--- src/rtl/ysyx_22040237_idu_stage_if.sv ---
`default_nettype none
// ============================================================================
//  Module      : ysyx_22040237_idu_stage_if
//  Description : Bundle of IFU-side handshake, register-file read ports and
//                EXU-side handshake for the decode stage.
//  Revision    : 1.0 - initial release
// ============================================================================
interface ysyx_22040237_idu_stage_if #(
    parameter int XLEN  = 64,
    parameter int OPC_W = 8,
    parameter int RF_AW = 5
);
    // IFU side
    logic               in_valid;
    logic               in_ready;
    logic [31:0]        in_inst;
    logic [XLEN-1:0]    in_pc;
    logic               flush;

    // Register-file read ports
    logic               rs1_r_en;
    logic [RF_AW-1:0]   rs1_r_addr;
    logic [XLEN-1:0]    rs1_data;
    logic               rs2_r_en;
    logic [RF_AW-1:0]   rs2_r_addr;
    logic [XLEN-1:0]    rs2_data;

    // EXU side
    logic               out_valid;
    logic               out_ready;
    logic [OPC_W-1:0]   out_opcode;
    logic [XLEN-1:0]    out_op1;
    logic [XLEN-1:0]    out_op2;
    logic [XLEN-1:0]    out_pc;
    logic               out_rd_w_en;
    logic [RF_AW-1:0]   out_rd_w_addr;
    logic               out_illegal;

    // Decode-stage view
    modport slave (
        input  in_valid, in_inst, in_pc, flush, rs1_data, rs2_data, out_ready,
        output in_ready, rs1_r_en, rs1_r_addr, rs2_r_en, rs2_r_addr,
               out_valid, out_opcode, out_op1, out_op2, out_pc,
               out_rd_w_en, out_rd_w_addr, out_illegal
    );

    // Surrounding pipeline / register-file view
    modport master (
        output in_valid, in_inst, in_pc, flush, rs1_data, rs2_data, out_ready,
        input  in_ready, rs1_r_en, rs1_r_addr, rs2_r_en, rs2_r_addr,
               out_valid, out_opcode, out_op1, out_op2, out_pc,
               out_rd_w_en, out_rd_w_addr, out_illegal
    );
endinterface
`default_nettype wire

--- src/rtl/ysyx_22040237_idu_stage.sv ---
`default_nettype none
// ============================================================================
//  Module      : ysyx_22040237_idu_stage
//  Description : Pipelined decode stage. Decodes the IFU instruction, reads
//                the register file combinationally and registers the decoded
//                bundle towards EXU behind a valid/ready handshake.
//  Revision    : 1.0 - initial release
// ============================================================================
module ysyx_22040237_idu_stage #(
    parameter int XLEN  = 64,
    parameter int OPC_W = 8,
    parameter int RF_AW = 5
) (
    input  wire logic                   clk,
    input  wire logic                   rst,
    ysyx_22040237_idu_stage_if.slave    bus
);

    // RISC-V major opcodes
    localparam logic [6:0]  c_opc_op_imm = 7'b0010011;
    localparam logic [6:0]  c_opc_op     = 7'b0110011;
    localparam logic [6:0]  c_opc_lui    = 7'b0110111;
    localparam logic [6:0]  c_opc_auipc  = 7'b0010111;
    localparam logic [31:0] c_ebreak     = 32'h0010_0073;

    // Internal opcode codes handed to EXU
    localparam logic [OPC_W-1:0] c_code_add   = OPC_W'(8'h01);
    localparam logic [OPC_W-1:0] c_code_sub   = OPC_W'(8'h02);
    localparam logic [OPC_W-1:0] c_code_addi  = OPC_W'(8'h11);
    localparam logic [OPC_W-1:0] c_code_lui   = OPC_W'(8'h21);
    localparam logic [OPC_W-1:0] c_code_auipc = OPC_W'(8'h22);
    localparam logic [OPC_W-1:0] c_code_ebrk  = OPC_W'(8'hF0);

    // Field extraction
    logic [6:0]         w_opc;
    logic [2:0]         w_f3;
    logic [6:0]         w_f7;
    logic [RF_AW-1:0]   w_rd;
    logic [XLEN-1:0]    w_imm_i;
    logic [XLEN-1:0]    w_imm_u;

    assign w_opc   = bus.in_inst[6:0];
    assign w_f3    = bus.in_inst[14:12];
    assign w_f7    = bus.in_inst[31:25];
    assign w_rd    = RF_AW'(bus.in_inst[11:7]);
    // Size casts of signed values sign-extend to XLEN
    assign w_imm_i = XLEN'($signed(bus.in_inst[31:20]));
    assign w_imm_u = XLEN'($signed({bus.in_inst[31:12], 12'b0}));

    // Instruction classification
    logic w_is_addi;
    logic w_is_add;
    logic w_is_sub;
    logic w_is_lui;
    logic w_is_auipc;
    logic w_is_ebreak;

    assign w_is_addi   = (w_opc == c_opc_op_imm) && (w_f3 == 3'b000);
    assign w_is_add    = (w_opc == c_opc_op) && (w_f3 == 3'b000) && (w_f7 == 7'b0000000);
    assign w_is_sub    = (w_opc == c_opc_op) && (w_f3 == 3'b000) && (w_f7 == 7'b0100000);
    assign w_is_lui    = (w_opc == c_opc_lui);
    assign w_is_auipc  = (w_opc == c_opc_auipc);
    assign w_is_ebreak = (bus.in_inst == c_ebreak);

    // Handshake
    logic r_out_valid;
    logic w_in_ready;
    logic w_rd_fire;
    logic w_accept;

    assign w_in_ready = ~r_out_valid | bus.out_ready;
    // Read ports are only driven for a real transfer; quiet during reset/stall
    assign w_rd_fire  = bus.in_valid & w_in_ready & ~rst;
    assign w_accept   = bus.in_valid & w_in_ready & ~bus.flush;

    // Register-file read ports
    logic w_rs1_en;
    logic w_rs2_en;

    assign w_rs1_en       = w_rd_fire & (w_is_addi | w_is_add | w_is_sub);
    assign w_rs2_en       = w_rd_fire & (w_is_add | w_is_sub);
    assign bus.rs1_r_en   = w_rs1_en;
    assign bus.rs2_r_en   = w_rs2_en;
    assign bus.rs1_r_addr = w_rs1_en ? RF_AW'(bus.in_inst[19:15]) : '0;
    assign bus.rs2_r_addr = w_rs2_en ? RF_AW'(bus.in_inst[24:20]) : '0;
    assign bus.in_ready   = w_in_ready;

    // Next-bundle decode; anything unrecognised falls through as illegal
    logic [OPC_W-1:0]   w_code;
    logic [XLEN-1:0]    w_op1;
    logic [XLEN-1:0]    w_op2;
    logic               w_we;
    logic               w_illegal;

    // Decode table
    always_comb begin
        w_code    = '0;
        w_op1     = '0;
        w_op2     = '0;
        w_we      = 1'b0;
        w_illegal = 1'b0;
        if (w_is_ebreak) begin
            w_code = c_code_ebrk;
        end else if (w_is_addi) begin
            w_code = c_code_addi;
            w_op1  = bus.rs1_data;
            w_op2  = w_imm_i;
            w_we   = 1'b1;
        end else if (w_is_add) begin
            w_code = c_code_add;
            w_op1  = bus.rs1_data;
            w_op2  = bus.rs2_data;
            w_we   = 1'b1;
        end else if (w_is_sub) begin
            w_code = c_code_sub;
            w_op1  = bus.rs1_data;
            w_op2  = bus.rs2_data;
            w_we   = 1'b1;
        end else if (w_is_lui) begin
            w_code = c_code_lui;
            w_op2  = w_imm_u;
            w_we   = 1'b1;
        end else if (w_is_auipc) begin
            w_code = c_code_auipc;
            w_op1  = bus.in_pc;
            w_op2  = w_imm_u;
            w_we   = 1'b1;
        end else begin
            w_illegal = 1'b1;
        end
    end

    // Output bundle registers
    logic [OPC_W-1:0]   r_opcode;
    logic [XLEN-1:0]    r_op1;
    logic [XLEN-1:0]    r_op2;
    logic [XLEN-1:0]    r_pc;
    logic               r_rd_w_en;
    logic [RF_AW-1:0]   r_rd_w_addr;
    logic               r_illegal;

    // Pipeline register: reset > flush > accept > drain; stall holds everything
    always_ff @(posedge clk) begin
        if (rst) begin
            r_out_valid <= 1'b0;
            r_opcode    <= '0;
            r_op1       <= '0;
            r_op2       <= '0;
            r_pc        <= '0;
            r_rd_w_en   <= 1'b0;
            r_rd_w_addr <= '0;
            r_illegal   <= 1'b0;
        end else if (bus.flush) begin
            r_out_valid <= 1'b0;
        end else if (w_accept) begin
            r_out_valid <= 1'b1;
            r_opcode    <= w_code;
            r_op1       <= w_op1;
            r_op2       <= w_op2;
            r_pc        <= bus.in_pc;
            // Writes to x0 are architecturally discarded
            r_rd_w_en   <= w_we & (w_rd != '0);
            r_rd_w_addr <= w_rd;
            r_illegal   <= w_illegal;
        end else if (bus.out_ready) begin
            r_out_valid <= 1'b0;
        end
    end

    assign bus.out_valid     = r_out_valid;
    assign bus.out_opcode    = r_opcode;
    assign bus.out_op1       = r_op1;
    assign bus.out_op2       = r_op2;
    assign bus.out_pc        = r_pc;
    assign bus.out_rd_w_en   = r_rd_w_en;
    assign bus.out_rd_w_addr = r_rd_w_addr;
    assign bus.out_illegal   = r_illegal;

endmodule
`default_nettype wire

--- src/flat_wrapper.sv ---
// flat-port wrapper written by rule: the top's interface ports become plain ports
module ysyx_22040237_idu_stage_flat 
#(
    parameter int XLEN  = 64,
    parameter int OPC_W = 8,
    parameter int RF_AW = 5
)
  (clk, rst, bus_in_valid, bus_in_inst, bus_in_pc, bus_flush, bus_rs1_data, bus_rs2_data, bus_out_ready, bus_in_ready, bus_rs1_r_en, bus_rs1_r_addr, bus_rs2_r_en, bus_rs2_r_addr, bus_out_valid, bus_out_opcode, bus_out_op1, bus_out_op2, bus_out_pc, bus_out_rd_w_en, bus_out_rd_w_addr, bus_out_illegal);
  ysyx_22040237_idu_stage_if #(.XLEN(XLEN), .OPC_W(OPC_W), .RF_AW(RF_AW)) bus_i ();
  input  wire logic clk;
  input  wire logic rst;
  input wire logic [$bits(bus_i.in_valid)-1:0] bus_in_valid;
  input wire logic [$bits(bus_i.in_inst)-1:0] bus_in_inst;
  input wire logic [$bits(bus_i.in_pc)-1:0] bus_in_pc;
  input wire logic [$bits(bus_i.flush)-1:0] bus_flush;
  input wire logic [$bits(bus_i.rs1_data)-1:0] bus_rs1_data;
  input wire logic [$bits(bus_i.rs2_data)-1:0] bus_rs2_data;
  input wire logic [$bits(bus_i.out_ready)-1:0] bus_out_ready;
  output wire logic [$bits(bus_i.in_ready)-1:0] bus_in_ready;
  output wire logic [$bits(bus_i.rs1_r_en)-1:0] bus_rs1_r_en;
  output wire logic [$bits(bus_i.rs1_r_addr)-1:0] bus_rs1_r_addr;
  output wire logic [$bits(bus_i.rs2_r_en)-1:0] bus_rs2_r_en;
  output wire logic [$bits(bus_i.rs2_r_addr)-1:0] bus_rs2_r_addr;
  output wire logic [$bits(bus_i.out_valid)-1:0] bus_out_valid;
  output wire logic [$bits(bus_i.out_opcode)-1:0] bus_out_opcode;
  output wire logic [$bits(bus_i.out_op1)-1:0] bus_out_op1;
  output wire logic [$bits(bus_i.out_op2)-1:0] bus_out_op2;
  output wire logic [$bits(bus_i.out_pc)-1:0] bus_out_pc;
  output wire logic [$bits(bus_i.out_rd_w_en)-1:0] bus_out_rd_w_en;
  output wire logic [$bits(bus_i.out_rd_w_addr)-1:0] bus_out_rd_w_addr;
  output wire logic [$bits(bus_i.out_illegal)-1:0] bus_out_illegal;
  assign bus_i.in_valid = bus_in_valid;
  assign bus_i.in_inst = bus_in_inst;
  assign bus_i.in_pc = bus_in_pc;
  assign bus_i.flush = bus_flush;
  assign bus_i.rs1_data = bus_rs1_data;
  assign bus_i.rs2_data = bus_rs2_data;
  assign bus_i.out_ready = bus_out_ready;
  assign bus_in_ready = bus_i.in_ready;
  assign bus_rs1_r_en = bus_i.rs1_r_en;
  assign bus_rs1_r_addr = bus_i.rs1_r_addr;
  assign bus_rs2_r_en = bus_i.rs2_r_en;
  assign bus_rs2_r_addr = bus_i.rs2_r_addr;
  assign bus_out_valid = bus_i.out_valid;
  assign bus_out_opcode = bus_i.out_opcode;
  assign bus_out_op1 = bus_i.out_op1;
  assign bus_out_op2 = bus_i.out_op2;
  assign bus_out_pc = bus_i.out_pc;
  assign bus_out_rd_w_en = bus_i.out_rd_w_en;
  assign bus_out_rd_w_addr = bus_i.out_rd_w_addr;
  assign bus_out_illegal = bus_i.out_illegal;
  ysyx_22040237_idu_stage #(.XLEN(XLEN), .OPC_W(OPC_W), .RF_AW(RF_AW)) u_core (.clk(clk), .rst(rst), .bus(bus_i));
endmodule
--- config.mk ---
export PLATFORM = sky130hd
export DESIGN_NAME = ysyx_22040237_idu_stage_flat
export DESIGN_NICKNAME = d
export VERILOG_FILES = /design/src/rtl/ysyx_22040237_idu_stage_if.sv /design/src/rtl/ysyx_22040237_idu_stage.sv /design/src/flat_wrapper.sv
export SDC_FILE = /design/constraint.sdc
export NUM_CORES = 1
export LEC_CHECK = 0
export ABC_AREA = 1
export CAP_MARGIN = 20
export CORE_AREA = 2 2 175 177
export DETAILED_ROUTE_END_ITERATION = 12
export DIE_AREA = 0 0 177 179
export PLACE_DENSITY = 0.65
export SYNTH_ARGS = -nofsm -noshare
export SYNTH_HDL_FRONTEND = slang
export SYNTH_SLANG_ARGS = --single-unit
--- constraint.sdc ---
create_clock -name clk -period 1.85 [get_ports clk]
set_input_delay 0.37 -clock clk [delete_from_list [all_inputs] [get_ports clk]]
set_output_delay 0.37 -clock clk [all_outputs]
set_load 0.05 [all_outputs]
# Word level (Yosys, flattened, before mapping)

Cells that the tools add are included.

Register bits: 208
Latch bits: 0
Memory bits (writable): 0
Memory bits (read-only): 0
Bits of input ports: 229
Output and inout port bits: 221
Logic and storage cells: 71
Memories kept: 0

$add $sub $neg: 0
Multiply operators: 0
Div/mod/pow operators: 0
Order comparisons: 0
Equal/unequal tests: 6
Shift operators: 0
Multiplexer cells: 34
Bitwise logic cells: 13
Reductions and logical operators: 10

Operators with widths:

| cell                                                   | number |
|---|---|
| two-way mux 64 bit                                     | 12 |
| two-way mux 8 bit                                      | 5 |
| equality test 32 x 21 -> 1 bit (second input constant) | 1 |
| equality test 7 x 6 -> 1 bit (second input constant)   | 3 |
| equality test 7 x 5 -> 1 bit (second input constant)   | 2 |
| two-way mux 1 bit                                      | 14 |
| two-way mux 5 bit                                      | 2 |
| zero test 7 bit                                        | 1 |
| bitwise AND 1 bit                                      | 6 |
| two-way mux 6 bit                                      | 1 |
| nonzero test 5 bit                                     | 1 |
| logical AND 1 bit                                      | 4 |
| bitwise OR 1 bit                                       | 4 |
| zero test 3 bit                                        | 1 |
| NOT 1 bit                                              | 3 |
| AND reduction 2 bit                                    | 1 |
| nonzero test 2 bit                                     | 1 |
| OR reduction 2 bit                                     | 1 |

# Longest topological paths before layout

Gate-level depths: netlist (run 1).

Depth in word-level cells: 8
Mapped depth: 12
Mapped depth without buffers: 10

# Least setup slack after synthesis (run 1)

OpenSTA, ideal clock, no wires.

Kind: input to output
Start: in bus_in_inst[25]
End: out bus_rs1_r_addr[0]
Data arrival time: 2.759 ns
Required time: 1.480 ns
Path slack: -1.279 ns
Stages: 10
Buffers on the path: 1
Cells stage by stage: nor2_1 > nand2_1 > nor2_4 > nand3_2 > nand2_2 > inv_2 > buf_6 > nor2_1 > inv_1 > nor2_1

Word-level cells in the longest chain between the ends: 6
Elaborated cells on any way between the ends: 8
Classes of those cells: eq/ne (1); mux (1); bitwise (3); reduce/logical (3)

Ends and longest elaborated chain:

| item                   | line                          | RTL |
|---|---|---|
| start: declaration     | flat_wrapper.sv:13            | `input wire logic [$bits(bus_i.in_inst)-1:0] bus_in_inst;` |
| zero test 7 bit        | ysyx_22040237_idu_stage.sv:59 | `assign w_is_add = (w_opc == c_opc_op) && (w_f3 == 3'b000) && (w_f7 == 7'b0000000);` |
| logical AND 1 bit      | ysyx_22040237_idu_stage.sv:59 |  |
| bitwise OR 1 bit       | ysyx_22040237_idu_stage.sv:80 | `assign w_rs1_en = w_rd_fire & (w_is_addi \| w_is_add \| w_is_sub);` |
| bitwise OR 1 bit *     | ysyx_22040237_idu_stage.sv:80 |  |
| bitwise AND 1 bit *    | ysyx_22040237_idu_stage.sv:80 |  |
| named net bus_rs1_r_en | flat_wrapper.sv:20            | `output wire logic [$bits(bus_i.rs1_r_en)-1:0] bus_rs1_r_en;` |
| two-way mux 5 bit *    | ysyx_22040237_idu_stage.sv:84 | `assign bus.rs1_r_addr = w_rs1_en ? RF_AW'(bus.in_inst[19:15]) : '0;` |
| end: declaration       | flat_wrapper.sv:21            | `output wire logic [$bits(bus_i.rs1_r_addr)-1:0] bus_rs1_r_addr;` |

The timed path passes the listed nets; every way through them passes the cells marked *.

# Worst setup path in the final report (run 1)

Start: in bus_in_inst[13]
End: out bus_rs1_r_addr[2]

Word-level cells in the longest chain between the ends: 7
Elaborated cells on any way between the ends: 9
Classes of those cells: mux (1); bitwise (3); reduce/logical (5)

Ends and longest elaborated chain:

| item                | line |
|---|---|
| zero test 3 bit *   | ysyx_22040237_idu_stage.sv:58, ysyx_22040237_idu_stage.sv:59, ysyx_22040237_idu_stage.sv:60 |
| logical AND 1 bit   | ysyx_22040237_idu_stage.sv:59, ysyx_22040237_idu_stage.sv:60 |
| logical AND 1 bit   | ysyx_22040237_idu_stage.sv:59 |
| bitwise OR 1 bit    | ysyx_22040237_idu_stage.sv:80 |
| bitwise OR 1 bit *  | ysyx_22040237_idu_stage.sv:80 |
| bitwise AND 1 bit * | ysyx_22040237_idu_stage.sv:80 |
| two-way mux 5 bit * | ysyx_22040237_idu_stage.sv:84 |

Every way passes the cells marked *; elsewhere a longest branch is shown, timed or not.

==> impl_results.md, run 1 <==
* Final ANT Viol Nets at 0
* Setup crit start kind: input port
* Hold Crit Class: in -> reg
* Chip width at 177 um
* Skew-Pair Late Insertion Delay at 0.53 ns
* Ys async rst share at 0%
* Worst r2r path cells at 9
* Routability cong. at 0.8877
* Largest net degree at the start of global routing at about 200
* Share of the synthesized area in the top cell type at roughly two fifths
* Reg clk slew, reported paths at about 0.06 ns
* Area growth from synthesis to layout at 66.12%
* FILL cells at 2950
* Status: finished, violations left
* WHS Path Cells at 3
* Post-synth EDFFs at 0
* Met1 GRT Util at 29.33%
* IO buf count at about 450
* Yosys warns at 0
* Netlist cell types at 25
* DIE AREA at about 32000 um^2
* Worst relative slew slack at ~34%
* Die span in y at 179 um
* Initial antenna violation count at 1
* Critical path type: in -> out
* Starting DRT DRC Count at about 900
* I/O Pins at 450
* TritonCTS clock tree: built
* Grt peak-use layer: met2
* Fmax at 465.9 MHz
* Via count at ~12000
* H-tree Lvls at 1
* Slew @ Worst Pin at 0.9929 ns
* Number of global-route vias before repair at around 11000
* Final setup viols at 12
* Placed Area at between 10000 and 15000 um^2
* Setup WS post-layout at -0.2963 ns
* GR Util met3 at 4.644%
* Hold Slack at 0.1717 ns
* HPWL after DPL at roughly 28000 um
* Crit. End Element: output pin
* Final Cycle Share at 116.0%
* Utilization after layout at 54.16%
* Fraction of the yosys area taken by sequential cells at around two fifths
* Leading cell types by count after synthesis: nand2_1 (594), dfxtp_1 (205), a21oi_1 (201)
* FP Rows at 64
* Total power divided by cell area at between 700 and 800 nW/um^2
* Setup repair after global routing missed its margin: yes
* Nets at 2227
* Starting Density at 32.60%
* Drt pass-1 iters at 5
* GRT overflow at 0
* Failing checks: setup timing
* Worst-path fanout max at 5
* Max Cap Violations at 0
* Hold Vio Cnt, Final at 0
* Period minus WS final at 2.146 ns
* WP data arrival at approximately 1.8 ns
* Average footprint of a synthesized cell at 6.395 um^2
* Tot GR Track Use at 24.36%
* Post-route design area at roughly 16000 um^2
* Total Wirelength at 41300 um
* Synth area leaders: dfxtp_1 (42%), nand2_1 (23%), a21oi_1 (10%)
* Peak VDD IR at 534.3 uV
* Pwr Total at between 10000 and 15000 uW
* Dpl ws at -0.6710 ns
* Vias per Instance at approximately 5
* Most common flop cell mapped by yosys: dfxtp_1
* Post-synthesis register bit count at 205
* Area of the core at 30030 um^2
* First-pass GRT wire length at 61070 um
* Cells after Synth at 1531
* Layout cells sized above 1 at roughly 20%
* Sink Count at around 210
* Pleak at 0.007494 uW
* DRC violations left at 0
* Grt met2 use at 42.54%
* Clock buffer depth at 3
* Worst Clk Skew at 0.009329 ns
* Num CTS Buffers at 25
* Cell area after synthesis at between 9000 and 10000 um^2
* Root Driver: clkbuf_16
* Hold_buf cts at 0
* WP data required at 1.48 ns
* Count of final max-slew check failures at 0
* Top-count cell post-synth: nand2_1
* Post-synth top area cell: dfxtp_1
* WL/cell at 17.12 um
-- registers in the layout, summed over array words and instances (netlist names) --
register                  flops
u_core.bus.out_op1           64
u_core.bus.out_illegal        1
u_core.bus.out_pc            64
u_core.bus.out_valid          1
u_core.bus.out_opcode         5
u_core.bus.out_rd_w_en        1
u_core.bus.out_op2           64
u_core.bus.out_rd_w_addr      5
-- cells by family (layout without fill, tap and decap cells) --
| logic type | after synthesis | in the layout | share of synthesized area (%) |
|---|---|---|---|
| buffers and inverters | 271 | 755 | 11.30 |
| AOI/OAI and AO/OA | 234 | 234 | 12.11 |
| and+or+nand+nor | 820 | 820 | 34.63 |
| other | 1 | 3 | 0.03830 |
| DFF | 205 | 205 | 41.92 |
-- placed cells by master (no fill, tap or decap), types with 15 or more instances in the layout --
cell type,instances
clkbuf_16,28
clkdlybuf4s50_1,208
o21ai_0,15
buf_12,33
nand2_1,586
dfxtp_1,204
a21oi_1,198
dlygate4sd2_1,46
nand3_1,146
inv_1,140
nor2_4,20
nand4_1,36
buf_4,242
-- cell type report --
cell class,count,area [um^2],share of cell area [%]
inverters,150,573.1,3.523
flip-flops and latches,205,4105,25.24
well taps,396,495.5,3.046
multi-input cells,1056,4848,29.81
diodes,1,2.502,0.01539
clock inverters,10,128.9,0.7924
repair buffers,560,5378,33.06
clock buffers,35,733.2,4.508
-- critical path, cell delays in order --
cell	delay [ns]
buf_6	0.10
nor2_4	0.15
nand2_4	0.07
nor2_4	0.17
nand3_4	0.10
nand2_4	0.09
inv_4	0.04
nor2_4	0.11
clkinvlp_4	0.24
nor2_4	0.18
buf_12	0.15
-- worst paths after layout --
kind | startpoint | slack [ns] | end
setup / recovery | bus_in_inst[13] | -0.30 | bus_rs1_r_addr[2]
hold / removal | bus_in_inst[10] | 0.17 | u_core.bus.out_rd_w_addr[3]
setup reg to reg | u_core.bus.out_valid | 0.32 | u_core.bus.out_opcode[4]
hold reg to reg | u_core.bus.out_pc[13] | 0.46 | u_core.bus.out_pc[13]
-- layer usage --
metal  wire length [um]  vias up
li1                   -     5772
met1              16490     5373
met2              20200      485
met3               3023       99
met4               1582        0
met5                  0        -
-- metrics by stage --
step / cells / TNS, ns
final: 2413 / -2.316
after global routing: 2413 / -2.997
after CTS: 2404 / -2.609
after detailed placement: 2334 / -80.05
after global placement: 2334 / -74.20
after floorplan: 1532 / -3.094
-- what timing repair did --
item	in CTS	in global routing
gates cloned	3	3
setup buffers	24	6
pin swaps	24	15
endpoints found under the setup margin	89	128
gates resized for setup	121	16
-- where the power goes --
group / leakage (uW) / switching [uW] / internal (uW)
sequential: 0.00166 / 44.9 / 4500
combinational: 0.00540 / 961 / 778
clock: 0.000432 / 1980 / 3170
No activity file was read; power rests on OpenSTA's default activity.
==> inputs of run 2 (changes only) <==
--- a/config.mk
+++ b/config.mk
@@ -6,6 +6,7 @@
 export NUM_CORES = 1
 export LEC_CHECK = 0
 export ABC_AREA = 1
+export ABC_CLOCK_PERIOD_IN_PS = 1850
 export CAP_MARGIN = 20
 export CORE_AREA = 2 2 175 177
 export DETAILED_ROUTE_END_ITERATION = 12
==> results of run 2 <==
No change in the layout: final DEF, timing and power equal those of run 1.
==> inputs of run 3 (changes only) <==
--- a/config.mk
+++ b/config.mk
@@ -8,10 +8,11 @@
 export ABC_AREA = 1
 export ABC_CLOCK_PERIOD_IN_PS = 1850
 export CAP_MARGIN = 20
-export CORE_AREA = 2 2 175 177
+export CORE_AREA = 2 2 173 175
+export CTS_BUF_LIST = sky130_fd_sc_hd__clkbuf_8
 export DETAILED_ROUTE_END_ITERATION = 12
-export DIE_AREA = 0 0 177 179
-export PLACE_DENSITY = 0.65
+export DIE_AREA = 0 0 175 177
+export PLACE_DENSITY = 0.66
 export SYNTH_ARGS = -nofsm -noshare
 export SYNTH_HDL_FRONTEND = slang
 export SYNTH_SLANG_ARGS = --single-unit
==> impl_results.md, run 3 (same netlist as run 1, synthesis figures left out) <==
* Hold Crit Class: in -> reg
* Layout cells sized above 1 at 19.69% (-0.057 points)
* Status: finished, violations left
* Skew-Pair Late Insertion Delay at 0.54 ns (about the same)
* Max stage delay cell, worst path: clkdlybuf4s50_1
* Total power divided by cell area at 669.6 nW/um^2 (-4.7%)
* Setup WS post-layout at -0.2863 ns (+0.009992 ns)
* WL/cell at 16.52 um (-3.5%)
* Num CTS Buffers at 39 (+56%)
* Post-Route M1 WL at 16040 um (-2.8%)
* Peak VDD IR at 520.0 uV (-2.7%)
* Total Wirelength at 40030 um (-3.1%)
* Area growth from synthesis to layout at 62.94%
* TritonCTS clock tree: built
* Setup repair after global routing missed its margin: yes
* Slew @ Worst Pin at 1.070 ns (+0.07743 ns)
* Via count at 11680 (-0.41%)
* Crit. End Element: output pin
* DIE AREA at 30980 um^2 (-2.2%)
* Routability cong. at 0.8891 (+0.16%)
* Clock buffer depth at 3 (unchanged)
* Largest net degree at the start of global routing at 198 (unchanged)
* GRT overflow at 0 (unchanged)
* Final ANT Viol Nets at 0 (unchanged)
* Fmax at 468.1 MHz (+0.47%)
* DRC violations left at 0 (unchanged)
* Number of global-route vias before repair at 11330 (+1.6%)
* Chip width at 175 um (-1.1%)
* Metal3 WL at 3102 um (+2.6%)
* DR top layer: met4
* Utilization after layout at 54.55% (+0.39 points)
* Die span in y at 177 um (-1.1%)
* Nets at 2238 (+0.49%)
* Drt pass-1 iters at 6 (+1)
* Period minus WS final at 2.136 ns (-0.009992 ns)
* Pleak at 0.007395 uW (-1.3%)
* Register area at 4105 um^2 (unchanged)
* Worst Clk Skew at 0.02069 ns (+0.01136 ns)
* Fin Setup TNS at -2.658 ns (-0.3421 ns)
* Sequential share of power at 42.6% (+2.9 points)
* Worst-path fanout max at 5 (unchanged)
* Critical-path cell list: clkdlybuf4s50_1, nand3_4, nor2_4, clkinvlp_4, nor2_4, buf_12
* Hold_buf cts at 0 (unchanged)
* Setup crit start kind: input port
* Most used cell, CP: nor2_4
* WP data required at 1.48 ns (about the same)
* Sink Count at 205 (unchanged)
* Final setup viols at 11 (-1)
* Hold Vio Cnt, Final at 0 (unchanged)
* Clock group share of total power at 41.4% (-3.6 points)
* Root Driver: clkbuf_8
* Vias per Instance at 4.821 (-0.82%)
* Tot GR Track Use at 24.87% (+0.51 points)
* Crit-path max cell delay at 0.54 ns (+0.30 ns)
* Starting DRT DRC Count at 715 (-21%)
* Worst relative slew slack at 28.65% (-5.2 points)
* Internal power at 7698 uW (-8.8%)
* HPWL after DPL at 28450 um (about the same)
* Area occupied by multi-input gates at 4815 um^2 (-0.70%)
* Count of final max-slew check failures at 0 (unchanged)
* Max Cap Violations at 0 (unchanged)
* Initial antenna violation count at 1 (unchanged)
* WP data arrival at 1.77 ns (about the same)
* Logic pwr share at 16.1% (+0.9 points)
* IO buf count at 447 (unchanged)
* FP Rows at 63 (-1.6%)
* First-pass GRT wire length at 61620 um (+0.91%)
* Area of the core at 29240 um^2 (-2.6%)
* Critical path type: in -> out
* Starting Density at 33.48% (+0.87 points)
* Switching power at 2984 uW (-0.11%)
* H-tree Lvls at 2 (+1)
* Final Cycle Share at 115.5% (-0.54 points)
* Reg clk slew, reported paths at 0.06 ns (about the same)
* Failing checks: setup timing
* I/O Pins at 450 (unchanged)
* Commonest non-fill, non-tap cells in the layout: nand2_1 (588), buf_4 (248), clkdlybuf4s50_1 (210), dfxtp_1 (204), a21oi_1 (201)
* FILL cells at 2893 (-1.9%)
* Met2 wire length at 19590 um (-3.0%)
* Sw frac at 27.93% (+1.8 points)
* Most common cell after layout, fill and taps aside: nand2_1
[run 3: path summary, 6_finish.rpt]
kind / depth (start not counted) / start / slack, ns / to
setup / recovery: 6 / bus_in_valid / -0.29 / bus_rs1_r_addr[1]
hold / removal: 5 / bus_in_inst[12] / 0.23 / u_core.bus.out_op2[12]
setup reg to reg: 9 / u_core.bus.out_valid / 0.24 / u_core.bus.out_op2[21]
hold reg to reg: 2 / u_core.bus.out_pc[14] / 0.46 / u_core.bus.out_pc[14]
[run 3: per-layer routing]
layer / vias up / global-route usage, %
li1: 5787 / -
met1: 5381 / 29.47
met2: 434 / 43.53
met3: 79 / 6.207
met4: 0 / 9.063
met5: - / 0
[run 3: stage by stage]
step | setup WS (ns) | std cells | hold slack (ns) | power, uW | area (um^2)
floorplan | -0.5076 | 1532 | 0.4410 | 5375 | 9938
CTS | -0.2929 | 2416 | 0.1908 | 10790 | 15890
finish | -0.2863 | 2423 | 0.2255 | 10680 | 15950
detailed placement | -0.6959 | 2339 | 0.4550 | 6361 | 15070
global route | -0.3596 | 2423 | 0.2293 | 11110 | 15950
global placement | -0.6301 | 2339 | 0.4504 | 6353 | 15070
[run 3: timing repair]
action                                  4_1_cts  5_1_grt
gates resized for setup                     127        8
cloned                                        0        0
setup buffers                                13        6
pin swaps                                    20        8
endpoints found under the setup margin       94      125
endpoints found under the hold margin         0        0
[run 3: final cells by class]
| cell class | instances | area share (%) |
|---|---|---|
| timing repair buffer | 557 | 32.67 |
| multi-input combinational | 1056 | 30.18 |
| sequential | 205 | 25.73 |
| clock buffer | 47 | 4.055 |
| inverter | 150 | 3.600 |
| tap | 390 | 3.059 |
| clock inverter | 17 | 0.6824 |
| antenna | 1 | 0.01569 |
[run 3: critical path: cells and delay by family]
| kind | cells | cell delay [ns] |
|---|---|---|
| buffers and inverters | 3 | 0.94 |
| and+or+nand+nor | 3 | 0.45 |
[run 3: power groups by stage]
stage | logic, uW | clock network (uW) | registers (uW)
after global placement | 1720 | 0 | 4640
after detailed placement | 1720 | 0 | 4640
final | 1720 | 4420 | 4550
after floorplan | 457 | 0 | 4920
after CTS | 1720 | 4520 | 4550
after global routing | 1830 | 4730 | 4550
